**src/rtl/bcd7seg_pkg.sv**
```systemverilog
// Shared types and glyph patterns for the BCD-to-seven-segment decoder.
// Patterns are active-high, bit6..bit0 = a,b,c,d,e,f,g.
package bcd7seg_pkg;

  typedef logic [6:0] seg_t;

  // Bit positions within seg_t
  localparam int unsigned SEG_A = 6;
  localparam int unsigned SEG_B = 5;
  localparam int unsigned SEG_C = 4;
  localparam int unsigned SEG_D = 3;
  localparam int unsigned SEG_E = 2;
  localparam int unsigned SEG_F = 1;
  localparam int unsigned SEG_G = 0;

  localparam seg_t SEG_0     = 7'h7E;
  localparam seg_t SEG_1     = 7'h30;
  localparam seg_t SEG_2     = 7'h6D;
  localparam seg_t SEG_3     = 7'h79;
  localparam seg_t SEG_4     = 7'h33;
  localparam seg_t SEG_5     = 7'h5B;
  localparam seg_t SEG_6     = 7'h5F;
  localparam seg_t SEG_7     = 7'h70;
  localparam seg_t SEG_8     = 7'h7F;
  localparam seg_t SEG_9     = 7'h7B;
  localparam seg_t SEG_HEX_A = 7'h77;
  localparam seg_t SEG_HEX_B = 7'h1F;
  localparam seg_t SEG_HEX_C = 7'h4E;
  localparam seg_t SEG_HEX_D = 7'h3D;
  localparam seg_t SEG_HEX_E = 7'h4F;
  localparam seg_t SEG_HEX_F = 7'h47;
  localparam seg_t SEG_BLANK = 7'h00;

endpackage

```
**src/rtl/bcd7seg_decode.sv**
```systemverilog
// Combinational 16:1 glyph mux from a 4-bit code to an active-high segment pattern.
// Define BCD7SEG_HEX_EN to show hex glyphs for codes 10-15 instead of blanking them.
module bcd7seg_decode
  import bcd7seg_pkg::*;
(
  input  logic [3:0] code,
  output seg_t       seg,
  output logic       invalid
);

  // Index 15 is the leftmost element. An indexed table keeps X on code visible.
`ifdef BCD7SEG_HEX_EN
  localparam seg_t [15:0] GLYPH = {SEG_HEX_F, SEG_HEX_E, SEG_HEX_D, SEG_HEX_C,
                                   SEG_HEX_B, SEG_HEX_A, SEG_9, SEG_8,
                                   SEG_7, SEG_6, SEG_5, SEG_4,
                                   SEG_3, SEG_2, SEG_1, SEG_0};
  assign invalid = 1'b0;
`else
  localparam seg_t [15:0] GLYPH = {SEG_BLANK, SEG_BLANK, SEG_BLANK, SEG_BLANK,
                                   SEG_BLANK, SEG_BLANK, SEG_9, SEG_8,
                                   SEG_7, SEG_6, SEG_5, SEG_4,
                                   SEG_3, SEG_2, SEG_1, SEG_0};
  assign invalid = (code > 4'd9);
`endif

  assign seg = GLYPH[code];

endmodule

```
**src/rtl/bcd_to_7seg_mux.sv**
```systemverilog
// Registered BCD-to-seven-segment decoder for one digit, with optional output inversion.
// Build option: BCD7SEG_HEX_EN (hex glyphs for codes 10-15, invalid flag held 0).
module bcd_to_7seg_mux
  import bcd7seg_pkg::*;
#(
  parameter bit ACTIVE_LOW = 1'b0
) (
  input  logic       clk,
  input  logic       rst,
  input  logic [3:0] bcd_in,
  output logic [6:0] seven_seg_out,
  output logic       invalid_out
);

  // Inverting the blank pattern too keeps "all segments off" in reset for either polarity.
  localparam seg_t SEG_OFF = ACTIVE_LOW ? ~SEG_BLANK : SEG_BLANK;

  seg_t seg_raw;
  seg_t seg_d;
  seg_t seg_q;
  logic invalid_d;
  logic invalid_q;

  bcd7seg_decode u_decode (
    .code    (bcd_in),
    .seg     (seg_raw),
    .invalid (invalid_d)
  );

  assign seg_d = ACTIVE_LOW ? ~seg_raw : seg_raw;

  always_ff @(posedge clk or posedge rst) begin
    if (rst) begin
      seg_q     <= SEG_OFF;
      invalid_q <= 1'b0;
    end else begin
      seg_q     <= seg_d;
      invalid_q <= invalid_d;
    end
  end

  assign seven_seg_out = seg_q;
  assign invalid_out   = invalid_q;

endmodule

```
**config.mk**
```make
export PLATFORM = sky130hd
export DESIGN_NAME = bcd_to_7seg_mux
export DESIGN_NICKNAME = d
export VERILOG_FILES = /design/src/rtl/bcd7seg_pkg.sv /design/src/rtl/bcd7seg_decode.sv /design/src/rtl/bcd_to_7seg_mux.sv
export SDC_FILE = /design/constraint.sdc
export NUM_CORES = 1
export LEC_CHECK = 0
export ABC_AREA = 1
export CORE_MARGIN = 5
export CORE_UTILIZATION = 30
export CTS_BUF_LIST = sky130_fd_sc_hd__clkbuf_4 sky130_fd_sc_hd__clkbuf_8
export DETAILED_ROUTE_END_ITERATION = 10
export PLACE_DENSITY_LB_ADDON = 0.12
export SLEW_MARGIN = 5
export SYNTH_ARGS = -nofsm -noshare
export SYNTH_HDL_FRONTEND = slang
export SYNTH_SLANG_ARGS = --single-unit
```
**constraint.sdc**
```tcl
create_clock -name clk -period 0.8 [get_ports clk]
set_input_delay 0.16 -clock clk [delete_from_list [all_inputs] [get_ports clk]]
set_output_delay 0.16 -clock clk [all_outputs]
set_load 0.01 [all_outputs]
```
==> run metrics <==
largest family of logic cells by synthesized area=simple AND/OR/NAND/NOR gates; WP buf/inv=1; Post-synth EDFFs=0; Synth Area in XOR/XNOR=0%; Final Non-Filler Cells=87; Total Nets Final=87; Placer Congestion=0.7157; Yosys top cell area share=45.71%; clock buffers created by TritonCTS=3; Critical Path AT=0.73 ns; Final TNS setup=-0.6689 ns; maximum clock frequency=1119 MHz; Area contributors post-synth=dfrtp_1 46%, ha_1 20%, nand2_1 20%, inv_1 5.1%, nand2_2 2.9%; global-route wire length before repair=1083 µm; Synth Instances=52; Post-CTS Setup Bufs=0; Rows=13; Post-route DRC=0; Place WS=-0.6378 ns; failing checks=negative setup slack; ys async rst share=100.0%; routed len/inst=8.299 µm; vias in the first global route=299; setup violators final=8; I/O Pins=14; VDD IR max=0.0004318 V; outcome=finished, violations left; Overflow after GRT=0; Max-Slew Margin vs Limit=81.18%; Crit. End Element=primary output; total track usage=7.229%; DRT Wirelength=722 µm; Final min period=0.8938 ns; Cell Area, Synth=437.9 µm²; TritonCTS Sinks=8; largest area contributor in the netlist=dfrtp_1; Worst Path Max Fanout=1; Non-Filler Cell Area, Final=608.1 µm²; largest net degree at the start of global routing=9; core area=1334 µm²; Post-DRT Antenna Nets=0; startpoint class of the critical path=flip-flop; Slew Viols, Final=0; Compound-Gate Fraction of Synth Area=0%; vias per cell=3.920; Max stage delay on crit path=0.36 ns; Max clock buf depth=2; initial antenna violation count=0; Placed Instances=84; sequential area share after synthesis=45.71%; share of layout cells above drive strength 1=34.72%; Fillers=133; Synth Area in Simple Gates=27.43%; syn_area_per_cell=8.422 µm²; top cells by count, synth=23 x nand2_1, 8 x dfrtp_1, 7 x ha_1; final worst slack=-0.09378 ns; Syn Nets=65; TritonCTS clock tree=yes; Setup CP Type=reg2out; routed vias=341; fin crit share=111.7%; IO buf count=13; ys flop type=dfrtp_1; Post-DP HPWL=597.7 µm; placed cell areas=636.9 µm²; count leader, synth=nand2_1; post-synthesis adder-cell area fraction=20.00%; cts hold-fix bufs=0; Hold Violations, Final=0; Min-Delay Path Class=in2async; Layout area overhead=38.86%; mux contribution to synthesized area=0%; worst-margin pin slew=0.2820 ns; number of distinct library cells after synthesis=8; Pre-antenna DRT Iters=3; total leakage power=0.0003555 µW; Yosys reg bits=8; RSZ-0062 raised after global routing=true; initial DRC count=1; # H-tree levels=1; die width=48.21 µm; Largest delay share family, worst path=flip-flops; diode count=0; Die Ht=48.21 µm; Worst Path Required=0.64 ns; Clock Root Buffer=clkbuf_4; critical path cell sequence=buf_2; CP max stage cell=dfrtp_1; register clock-pin slew on the reported worst setup and hold paths=0.05 ns; number of max-cap violations=0; Synth Warn #=0; Cell Pwr Density=1521 nW/µm²; Starting Density=32.83%; DIE AREA=2324 µm²
==> metrics by stage <==
step                      hold slack, ns  util, %  total power, µW
final                             0.1496    45.59            925.1
after CTS                         0.1542    45.59            950.3
after global placement            0.4201    47.75            689.6
after floorplan                 -0.02434        -            558.5
after global routing              0.1876    45.59            992.6
after detailed placement          0.4205    47.75            691.1
==> power breakdown <==
group / switching (µW) / total [µW] / internal (µW)
sequential: 6.33 / 444 / 438
clock: 115 / 286 / 170
combinational: 110 / 195 / 84.9
total: 232 / 925 / 693
==> final cells by class <==
| class | count | area (µm²) | share of cell area (%) |
|---|---|---|---|
| multi-input cells | 36 | 220.2 | 36.21 |
| flip-flops and latches | 8 | 200.2 | 32.92 |
| repair buffers | 17 | 108.9 | 17.90 |
| inverters | 8 | 37.54 | 6.173 |
| clock buffers | 3 | 22.52 | 3.704 |
| well taps | 15 | 18.77 | 3.086 |
==> layout by cell type (no fill, tap or decap) <==
cell             netlist  final
ha_4                   0      1
ha_1                   7      6
dlygate4sd2_1          0      1
nand2_2                2      2
clkinvlp_4             0      2
inv_1                  6      4
clkbuf_4               0      3
buf_4                  0      4
nor2_1                 3      3
inv_2                  2      2
dfrtp_1                8      8
nand3_2                1      1
buf_2                  0     10
clkdlybuf4s50_1        0      2
nand2_1               23     23
==> flip-flops by register name, summed over array words and instances (netlist names) <==
| register | count |
|---|---|
| invalid_out | 1 |
| seven_seg_out | 7 |
==> how the worst max path moves through the flow <==
stage,startpoint,to,slack (ns),cells past startpoint
floorplan,bcd_in[0],seven_seg_out[3],-0.02,6
global placement,bcd_in[1],seven_seg_out[5],-0.62,6
detailed placement,bcd_in[1],seven_seg_out[5],-0.64,6
CTS,seven_seg_out[6],seven_seg_out[6],-0.12,1
global route,seven_seg_out[6],seven_seg_out[6],-0.14,1
finish,seven_seg_out[6],seven_seg_out[6],-0.09,1
==> timing repair <==
action	in CTS	in global routing
resized for setup	41	0
pin swaps	1	1
setup endpoints to repair	16	9
==> logic make-up (layout without fill, tap and decap cells) <==
family	after synthesis	in the layout
fa+ha+maj	7	7
buf+inv	8	28
flops	8	8
simple gates	29	29
==> per-layer routing <==
metal / up-vias / global-route usage [%] / part of all wire, %
met5: - / 0 / 0
met4: 0 / 9.677 / 2.6
met3: 2 / 1.107 / 8.7
met2: 11 / 11.72 / 47
met1: 137 / 6.711 / 42
li1: 191 / - / -
Power figures use the tool's default switching activity.
